## config.mk

```make
export PLATFORM = sky130hd
export DESIGN_NAME = ntt_ctrl
export DESIGN_NICKNAME = d
export VERILOG_FILES = /design/src/rtl/ntt_ctrl.sv
export SDC_FILE = /design/constraint.sdc
export NUM_CORES = 1
export LEC_CHECK = 0
export ABC_AREA = 1
export CAP_MARGIN = 0
export CELL_PAD_IN_SITES_DETAIL_PLACEMENT = 1
export CELL_PAD_IN_SITES_GLOBAL_PLACEMENT = 1
export CORE_ASPECT_RATIO = 1.4
export CORE_MARGIN = 4
export CORE_UTILIZATION = 42
export DETAILED_ROUTE_END_ITERATION = 12
export PLACE_DENSITY = 0.8
export SYNTH_ARGS = -nofsm -noshare
export SYNTH_HDL_FRONTEND = slang
export SYNTH_SLANG_ARGS = --single-unit
```

## constraint.sdc

```tcl
create_clock -name clk -period 3.8 [get_ports clk]
set_input_delay 0.57 -clock clk [delete_from_list [all_inputs] [get_ports clk]]
set_output_delay 0.57 -clock clk [all_outputs]
set_load 0.02 [all_outputs]
```

## src/rtl/ntt_ctrl.sv

```systemverilog
// ntt_ctrl: address and enable sequencer for an in-place radix-2 Cooley-Tukey forward NTT.
// It issues one butterfly per cycle. The write-back trails each read by one cycle, which is the RAM/ROM read latency.
module ntt_ctrl #(
   parameter int N      = 256,
   parameter int LOG2N  = $clog2(N),
   parameter int ADDR_W = $clog2(N)
) (
   input  logic                   clk,
   input  logic                   rst_n,
   input  logic                   start,
   output logic                   busy,
   output logic                   done,
   output logic                   rd_en,
   output logic [ADDR_W-1:0]      rd_addr_a,
   output logic [ADDR_W-1:0]      rd_addr_b,
   output logic [ADDR_W-1:0]      tw_addr,
   output logic                   wr_en,
   output logic [ADDR_W-1:0]      wr_addr_a,
   output logic [ADDR_W-1:0]      wr_addr_b,
   output logic [$clog2(LOG2N):0] stage
);

   localparam int                STAGE_W = $clog2(LOG2N) + 1;
   localparam logic [ADDR_W-1:0]  I_LAST  = ADDR_W'(N / 2 - 1);
   localparam logic [STAGE_W-1:0] S_LAST  = STAGE_W'(LOG2N - 1);

   typedef enum logic [1:0] {S_IDLE, S_RUN, S_DRAIN, S_DONE} state_t;

   typedef struct packed {
      logic [ADDR_W-1:0] a;
      logic [ADDR_W-1:0] b;
      logic [ADDR_W-1:0] tw;
   } bfly_addr_t;

   state_t            state;
   logic [ADDR_W-1:0] idx;
   bfly_addr_t        rd_q;

   // Butterfly i of stage s works on two elements that are len = 2^(LOG2N-1-s) apart.
   // Block i>>L takes twiddle 2^s + block, so twiddle entry 0 is never addressed.
   function automatic bfly_addr_t bfly_addr(input logic [STAGE_W-1:0] s_v,
                                            input logic [ADDR_W-1:0]  i_v);
      bfly_addr_t        r;
      int                l_v;
      logic [ADDR_W-1:0] len_v;
      logic [ADDR_W-1:0] blk_v;
      l_v   = LOG2N - 1 - int'(s_v);
      len_v = ADDR_W'(1) << l_v;
      blk_v = i_v >> l_v;
      r.a   = ((blk_v << 1) << l_v) | (i_v & (len_v - ADDR_W'(1)));
      r.b   = r.a + len_v;
      r.tw  = (ADDR_W'(1) << s_v) + blk_v;
      return r;
   endfunction

   assign rd_addr_a = rd_q.a;
   assign rd_addr_b = rd_q.b;
   assign tw_addr   = rd_q.tw;

   always_ff @(posedge clk or negedge rst_n) begin
      if (!rst_n) begin
         state     <= S_IDLE;
         busy      <= 1'b0;
         done      <= 1'b0;
         rd_en     <= 1'b0;
         wr_en     <= 1'b0;
         rd_q      <= '0;
         wr_addr_a <= '0;
         wr_addr_b <= '0;
         stage     <= '0;
         idx       <= '0;
      end else begin
         // NOTE: non-blocking assignments make wr_* capture the rd_* values from before this edge.
         // That old read is exactly the butterfly whose data the RAM presents in the next cycle.
         wr_en <= rd_en;
         if (rd_en) begin
            wr_addr_a <= rd_q.a;
            wr_addr_b <= rd_q.b;
         end
         done <= 1'b0;

         case (state)
            S_IDLE: begin
               if (start) begin
                  state <= S_RUN;
                  busy  <= 1'b1;
                  rd_en <= 1'b1;
                  stage <= '0;
                  idx   <= '0;
                  rd_q  <= bfly_addr('0, '0);
               end
            end
            S_RUN: begin
               if (idx == I_LAST) begin
                  state <= S_DRAIN;
                  rd_en <= 1'b0;
               end else begin
                  idx  <= idx + ADDR_W'(1);
                  rd_q <= bfly_addr(stage, idx + ADDR_W'(1));
               end
            end
            // The bubble lets the last write of this stage land before the next stage reads.
            S_DRAIN: begin
               if (stage == S_LAST) begin
                  state <= S_DONE;
                  done  <= 1'b1;
               end else begin
                  state <= S_RUN;
                  rd_en <= 1'b1;
                  stage <= stage + STAGE_W'(1);
                  idx   <= '0;
                  rd_q  <= bfly_addr(stage + STAGE_W'(1), '0);
               end
            end
            S_DONE: begin
               state <= S_IDLE;
               busy  <= 1'b0;
            end
            default: begin
               state <= S_IDLE;
               busy  <= 1'b0;
               rd_en <= 1'b0;
            end
         endcase
      end
   end

endmodule

```

* Yosys cells after proc, flatten, opt, wreduce, memory -nomap -nowiden
Cells that the tools add are included.
** Operators by class
- Add/sub/neg operators :: 9
- Equality and inequality tests :: 9
- Shifts and indexed selects :: 8
- Multiplexer cells :: 22
- Bitwise gates (word level) :: 2
- Reductions and logical operators :: 9
** Operators with widths (number)
- $mux W24 :: 3
- $pmux W24 S3 :: 1
- $shl A1 B32 Y8 const A :: 2
- $shl A8 B32 Y8 :: 2
- $add A8 B8 Y8 :: 4
- $shr A1 B32 Y8 const A :: 1
- $shr A8 B32 Y8 :: 1
- $mux W8 :: 3
- $pmux W8 S3 :: 1
- $shl A1 B4 Y8 const A :: 2
- $sub A3 B4 Y5 const A :: 2
- $add A8 B1 Y8 const B :: 1
- $and A8 B8 Y8 :: 1
- $eq A8 B7 Y1 const B :: 1
- $mux W4 :: 2
- $ne A2 B2 Y1 const B :: 4
- $or A8 B8 Y8 :: 1
- $pmux W2 S4 :: 1
- $pmux W4 S2 :: 1
- $reduce_and A4 Y1 :: 2
- $sub A8 B1 Y8 const B :: 1
- $mux W2 :: 3
- $mux W1 :: 5
- $add A4 B1 Y4 const B :: 1
- 10 further kinds :: 13
** Word-level totals
- Register bits :: 58
- Output and inout bits :: 48
- Logic and storage cells :: 71

* Logic depth before layout (Yosys ltp)
Gate-level depths: netlist (run 1).
- Word-level depth :: 8
- Gate-level depth with buffers :: 26
- Mapped depth without buffers :: 26

* Worst setup path after synthesis (run 1)
No wires, ideal clock.
- Kind :: flip-flop to flip-flop
- Start point :: reg idx[0]
- End point :: reg rd_q, in the netlist rd_addr_b[7]
- Arrival :: 3.033 ns
- Path slack :: 0.694 ns
- Cell stages (with the launch flop) :: 25
- Cells stage by stage :: dfrtp_1 > ha_1 > nand2_1 > inv_1 > nor2_1 > nand2_1 > o211ai_1 > nand3_1 > and2_4 > nand2_2 > nand3_2 > o21ai_2 > ha_1 > a21oi_1 > nor2_1 > nand2_1 > nand2_1 > nand2_1 > nand2_1 > a21oi_1 > xor2_1 > inv_1 > nand3_1 > nand3_2 > a21oi_2
** Between the ends
- Word-level cells in the longest chain between the ends :: 7
** Ends and longest elaborated chain
- start: declaration :: line 36 : logic [ADDR_W-1:0] idx;
- start signal: assignment :: line 98 : idx <= idx + ADDR_W'(1);
- $add A8 B1 Y8 :: line 99 : rd_q <= bfly_addr(stage, idx + ADDR_W'(1));
- $shr A8 B32 Y8 :: line 49 : blk_v = i_v >> l_v;
- $shl A8 B32 Y8 :: line 50 : r.a = ((blk_v << 1) << l_v) | (i_v & (len_v - ADDR_W'(1)));
- $or A8 B8 Y8 :: line 50
- $add A8 B8 Y8 :: line 51 : r.b = r.a + len_v;
- $mux W24 :: line 94 : if (idx == I_LAST) begin
- $pmux W24 S3 :: line 82 : case (state)
- end signal: assignment :: line 90 : rd_q <= bfly_addr('0, '0);
- end signal: assignment :: line 99
- end signal: assignment :: line 112 : rd_q <= bfly_addr(stage + STAGE_W'(1), '0);
- end: declaration :: line 37 : bfly_addr_t rd_q;
Several ways; a longest one is shown, not always the timed one. The select of a mux whose other input is x is not followed.
A chain may end at the register's enable or synchronous reset.

* Final worst setup path (run 1)
Same ends and word-level chain as after synthesis.

==> impl_metrics.yaml, run 1 <==
synthesis:
  yosys_warnings: 0
  synth_simple_gate_area_share_pct: 28.5
  postSynthAreaPerCell_sq_um: 7.92
  adder_and_majority_cell_fraction_of_the_synthesized_area_pct: 9.16
  synthesized_flop_and_latch_total: 58
  synth_seq_area_share_pct: 35.2
  synth-xor-area-share_pct: 1.27
  synth_top_area_cell: "dfrtp_1"
  synthesis.nets: 553
  postSynthCellCount: 521
  async_reset_ff_share_pct: 100
  main_combinational_cell_family_by_area_after_synthesis: "simple AND/OR/NAND/NOR gates"
  synth.area.top_cells: "dfrtp_1, nand2_1, ha_1"
  synth_largest_type_area_fraction_pct: 35.2
  synth-compound-area-share_pct: 16.1
  netlist-cell-type-count: 47
  synth-main-ff-cell: "dfrtp_1"
  synth-edff-count: 0
  muxShareOfSynthArea_pct: 0
  synthesis.area_sq_um: 4130
route:
  postRouteAntennaNets: 0
  dr.pass1.iters: 4
  route.vias.total: 3881
  finalWirelength_um: 13400
  detail_route.drc_violations: 0
  route.detailed.vias_per_inst: 5.41
  detail_route.iter0.violations: 231
  routed_wire_length_per_instance_um: 18.7
critical_path:
  worst_ep_arrival_time_ps: 3740
  crit-reg2reg-capture: "rd_addr_b[7]$_DFFE_PN0P_"
  cp-end-kind: "register"
  timing.reg2reg.worst_path_depth: 25
  critical_path.startpoint_type: "register"
  setup.reg_to_reg.worst_slack_ps: 280
  timing_worst_setup_path_type: "reg2reg"
  critical_path.max_fanout: 8
  reg_to_reg_start: "idx[0]$_DFFE_PN0P_"
  crit_required_ps: 4020
pwr:
  clock_power_share_pct: 22.0
  power_frac_comb_pct: 53.9
  leakagePower_nw: 2.44
  sw_frac_of_total_pct: 47.5
  power.switching_w: 0.00177
  internal_power_consumption_w: 0.00196
  design_power_total_w: 0.00374
  vdd_drop_max_mv: 0.431
  seq_power_share_pct: 24.0
  power.density_nw_per_um2: 732
placement:
  place.port_buffers: 50
  gp_congestion: 1.05
  placedCellCount: 698
  placed_wire_length_estimate_after_detailed_placement_um: 10400
clock_tree:
  cts_hold_repair.buffers: 0
  tritoncts_num_sinks: 58
  htreeDepth: 3
  cts_buffers: 9
  clock_tree_from_tritoncts: "done"
  clockRootBuffer: "clkbuf_16"
  clock_pin_slew_worst_setup_and_hold_paths_ps: 50
  clk_latency_ps: 340
  cts_max_path_buffers: 2
die:
  fp.dieH_um: 125
  die_w_um: 91.8
  floorplan.io_pins: 51
  floorplan.die_area_sq_um: 11500
  initial_utilization_pct: 43.4
  placement_rows: 42
  floorplan.core_area_sq_um: 9510
timing:
  maxClockFrequency_mhz: 284
  worstMarginPinSlew_ps: 976
  post-route-min-period_ps: 3520
  timing.final.max_slew_violations: 0
  slew_headroom_pct: 34.9
  final.setup_skew_ps: 6.29
  timing.final.crit_share_pct: 92.6
  timing_hold_violations_final: 0
  timing.final.setup_violations: 0
global_routing:
  first_global_vias: 4253
  maximum_number_of_pins_on_one_net_before_global_route_repair: 43
  global_route.usage.total_pct: 24.2
  grt_antenna_before_repair: 0
  grt_overflow_total: 0
  grt_first_pass_wirelength_um: 21700
status:
  run_status: "finished clean"
finish:
  finalNonFillerCells: 718
  drive_above_1_share_pct: 16.7
  nets: 613
  diodes: 0
  areaGrowthSynthToFinish_pct: 23.7
run:
  max_cap_violations: 0
min_path:
  path_category_of_the_worst_min_delay_check: "in2async"
## worst max path at each step
stage / endpoint / slack, ps / startpoint / cells after the start
2_1_floorplan: rd_addr_b[7]$_DFFE_PN0P_ / 690 / idx[0]$_DFFE_PN0P_ / 24
3_3_place_gp: rd_addr_b[7]$_DFFE_PN0P_ / 350 / idx[0]$_DFFE_PN0P_ / 23
3_5_place_dp: rd_addr_b[7]$_DFFE_PN0P_ / 230 / idx[0]$_DFFE_PN0P_ / 24
4_1_cts: rd_addr_b[7]$_DFFE_PN0P_ / 140 / idx[0]$_DFFE_PN0P_ / 24
5_1_grt: rd_addr_b[7]$_DFFE_PN0P_ / -50 / idx[0]$_DFFE_PN0P_ / 25
6_report: rd_addr_b[7]$_DFFE_PN0P_ / 280 / idx[0]$_DFFE_PN0P_ / 25
## cells in the final DEF, fill, tap and decap left out, types with 2 or more instances in the layout
cell,instances
nand2_2,12
a22oi_1,5
ha_1,26
a21oi_2,2
nor3_1,4
clkinv_2,3
o22ai_1,16
o22ai_2,2
nor2_4,8
nand3_1,37
xor2_1,4
o21ai_0,32
nand2_1,105
nor2_1,35
nand3_2,14
buf_4,13
o21ai_1,2
o211ai_1,4
dfrtp_1,57
nand4_1,5
clkbuf_16,9
inv_2,8
inv_1,69
a22o_1,7
nand2_4,4
fa_1,2
o21ai_2,6
a21oi_1,18
xnor2_1,2
and2_4,2
clkdlybuf4s50_1,49
nor2_2,3
## cell type report
| class | count | area [sq um] |
|---|---|---|
| Clock buffer | 11 | 243 |
| Clock inverter | 5 | 53.8 |
| Fill cell | 1169 | 4410 |
| Inverter | 79 | 302 |
| Multi-Input combinational cell | 370 | 2300 |
| Sequential cell | 58 | 1450 |
| Tap cell | 132 | 165 |
| Timing Repair Buffer | 63 | 593 |
## timing repair
item / 4_1_cts / 5_1_grt
gates resized for setup: 0 / 7
setup buffers: 0 / 4
endpoints found under the setup margin: 0 / 3
## synth_stat cells (2+ instances only)
library cell / n
nand2_4: 4
a22oi_1: 5
buf_2: 6
dfrtp_1: 58
clkbuf_1: 2
nor2_1: 36
nor2_4: 8
o21ai_0: 33
nand3_2: 14
xor2_1: 4
o211ai_1: 4
and2_4: 2
fa_1: 2
nand4_1: 5
a22o_1: 7
o22ai_1: 16
ha_1: 27
nor3_1: 4
nand2_2: 11
inv_2: 8
o21ai_2: 6
a21oi_1: 19
o22ai_2: 2
xnor2_1: 2
inv_1: 69
buf_6: 4
nand3_1: 37
nor2_2: 2
nand2_1: 106
## critical path, cell delays in order (launching register included)
cell,delay (ps)
dfrtp_2,430
ha_2,230
nand2_1,60
inv_1,130
nand2_1,70
nand2_1,110
nand3_1,100
nand2_1,110
nand2_1,60
nand2_1,120
and2_4,160
nand2_1,70
o211ai_1,140
nand3_1,120
o31ai_2,130
ha_1,330
a21oi_2,160
nand2_1,70
nand2_1,70
nand2_1,50
a21oi_1,150
xor2_1,210
buf_4,150
nand2_2,50
nand3_2,60
a21oi_2,50
## routing by layer
metal	track usage, %	vias up	wire, um
met1	25.4	1909	5100
met3	3.73	38	457
met2	45.4	102	7310
met4	13.0	0	540
met5	0	-	0
li1	-	1832	-
## through the flow
| stage | worst slack (ps) | hold slack (ps) | util [%] | cell area, sq um | setup TNS [ps] |
|---|---|---|---|---|---|
| CTS | 137 | 433 | 53.1 | 5050 | 0 |
| finish | 282 | 396 | 53.7 | 5100 | 0 |
| global route | -46.1 | 474 | 53.7 | 5100 | -62.0 |
| floorplan | 694 | 274 | - | 4130 | 0 |
| detailed placement | 229 | 457 | 50.0 | 4760 | 0 |
| global placement | 347 | 455 | 50.0 | 4760 | 0 |
## power by group through the flow
stage	Clock [W]	Sequential [W]	Combinational, W
detailed placement	0	0.000909	0.00196
global placement	0	0.000897	0.00191
floorplan	0	0.00102	0.00116
global route	0.000869	0.000920	0.00219
finish	0.000823	0.000899	0.00202
CTS	0.000834	0.000901	0.00198
## cells by family after synthesis
logic type,Yosys count
simple gates,232
fa+ha+maj,29
other cells,1
flops,58
compound gates,102
xor+xnor,6
buf+inv,93
## state kept, by name, summed over array words and instances, names as in the netlist
signal	cells
busy	1
done	1
idx	8
rd_addr_a	8
rd_addr_b	8
rd_en	1
stage	4
state	2
tw_addr	8
wr_addr_a	8
wr_addr_b	8
wr_en	1
No activity file was read; power rests on OpenSTA's default activity.
==> run 2, diff against run 1 <==
- CAP_MARGIN: 0 -> 20
==> run 2 against run 1 <==
Non-clock buffer count grew 1. Register-to-register slack about the same. Clock skew about the same. Worst setup slack worse by 7.7 ps. Hold slack worse by 330 ps. Largest power group unchanged. Utilization is 0.21 points higher.
==> impl_metrics.yaml, run 2 (synthesis gave the netlist of run 1 again) <==
timing:
  finalSetupTns_ps: 0
  maxClockFrequency_mhz: 284
  timing.hold.ws_ps: 68.2
  worstMarginPinSlew_ps: 677
  timing.final.crit_share_pct: 92.8
  post-route-min-period_ps: 3530
  postLayoutSetupSlackWorst_ps: 274
  final.setup_skew_ps: 6.60
  timing.final.max_slew_violations: 0
  slew_headroom_pct: 54.6
  timing.final.setup_violations: 0
  timing_hold_violations_final: 0
critical_path:
  crit_required_ps: 4020
  worst_path_max_delay_cell: "dfrtp_2"
  crit_chain: "ha_2 > nand2_1 > inv_1 > nand2_1 > nand2_1 > nand3_1 > nand2_2 > nand2_2 > nand2_2 > nand2_4 > o211ai_1 > nand3_1 > o31ai_2 > ha_1 > a21oi_2 > nand2_1 > nand2_1 > nand2_1 > a21oi_1 > xor2_1 > buf_4 > nand2_2 > nand3_2 > a21oi_2"
  worst_ep_arrival_time_ps: 3750
  critical_path.max_fanout: 8
  timing_worst_setup_path_type: "reg2reg"
  max_stage_delay_ps: 430
  cp-end-kind: "register"
  cpLargestDelayFamily: "simple AND/OR/NAND/NOR gates"
  critical_path.n_buffers_inverters: 2
  critical_path.startpoint_type: "register"
  cp_common_cell: "nand2_1"
die:
  floorplan.io_pins: 51
  floorplan.die_area_sq_um: 11500
  fp.dieH_um: 125
  placement_rows: 42
  initial_utilization_pct: 43.4
  die_w_um: 91.8
  floorplan.core_area_sq_um: 9510
finish:
  drive_above_1_share_pct: 16.9
  most-common-layout-cells: "nand2_1, inv_1, dfrtp_1"
  nets: 614
  mostFrequentLayoutCell: "nand2_1"
  areaGrowthSynthToFinish_pct: 24.2
  diodes: 0
route:
  detail_route.drc_violations: 0
  route.detailed.vias_per_inst: 5.39
  route.vias.total: 3879
  routed_wire_length_per_instance_um: 18.8
  dr.pass1.iters: 4
  finalWirelength_um: 13500
  detail_route.iter0.violations: 234
  postRouteAntennaNets: 0
global_routing:
  use_met2_pct: 45.4
  grt_util_met3_pct: 3.73
  first_global_vias: 4253
  gr-max-usage-layer: "met2"
  maximum_number_of_pins_on_one_net_before_global_route_repair: 43
  global_route.usage.total_pct: 24.2
  grt_antenna_before_repair: 0
  globalRouteMet1Util_pct: 25.4
  grt_first_pass_wirelength_um: 21700
  grt_overflow_total: 0
clock_tree:
  cts_max_path_buffers: 2
  clock_pin_slew_worst_setup_and_hold_paths_ps: 50
  htreeDepth: 3
  cts_buffers: 9
  clock_tree_from_tritoncts: "done"
  tritoncts_num_sinks: 58
  clk_latency_ps: 340
  clockRootBuffer: "clkbuf_16"
  cts_hold_repair.buffers: 0
pwr:
  power.density_nw_per_um2: 731
  leakagePower_nw: 2.45
  vdd_drop_max_mv: 0.429
placement:
  gp_congestion: 1.05
  preCtsSetupSlack_ps: 229
  place.port_buffers: 50
  placed_wire_length_estimate_after_detailed_placement_um: 10400
min_path:
  path_category_of_the_worst_min_delay_check: "in2async"
status:
  run_status: "finished clean"
run:
  max_cap_violations: 0
==> run 2: changes by cell type in the layout (fill, tap and decap cells not counted), sizes merged <==
cell / change
buf: +1
==> run 2: where the power goes <==
group          internal (W)  switching, W
Combinational      0.000678       0.00134
Sequential         0.000767      0.000133
Clock              0.000523      0.000301
==> run 2: final timing paths <==
kind                                                 end  cells past startpoint  slack (ps)                     start
max in group asynchronous       rd_addr_a[1]$_DFFE_PN0P_                      3        2960                     rst_n
worst min-delay path            wr_addr_b[3]$_DFFE_PN0P_                      1          70                     rst_n
min in group clk                wr_addr_a[5]$_DFFE_PN0P_                      2         460  wr_addr_a[5]$_DFFE_PN0P_
worst min register to register  wr_addr_a[5]$_DFFE_PN0P_                      2         460  wr_addr_a[5]$_DFFE_PN0P_
worst max-delay path            rd_addr_b[7]$_DFFE_PN0P_                     24         270        idx[0]$_DFFE_PN0P_
worst max register to register  rd_addr_b[7]$_DFFE_PN0P_                     24         270        idx[0]$_DFFE_PN0P_
==> run 2: per-layer routing <==
layer / vias up / wire [um]
met5: - / 0
met4: 0 / 540
met3: 39 / 404
met2: 98 / 7340
met1: 1906 / 5200
li1: 1836 / -
==> run 2: layout make-up <==
class | instances | area, sq um
multi-input combinational | 370 | 2300
clock buffer | 11 | 243
sequential | 58 | 1450
clock inverter | 5 | 53.8
tap | 132 | 165
timing repair buffer | 64 | 613
inverter | 79 | 302
fill | 1169 | 4390
==> run 2: what timing repair did <==
item,in CTS,in global routing
setup endpoints to repair,0,3
resized for setup,0,7
setup buffers,0,4
==> run 2: metrics by stage <==
stage,utilization (%),cell area (sq um),cells,total power (W)
global placement,50.0,4760,698,0.00280
CTS,53.1,5050,714,0.00372
detailed placement,50.0,4760,698,0.00287
finish,53.9,5120,719,0.00374
global route,53.9,5120,719,0.00399
floorplan,-,4130,521,0.00217
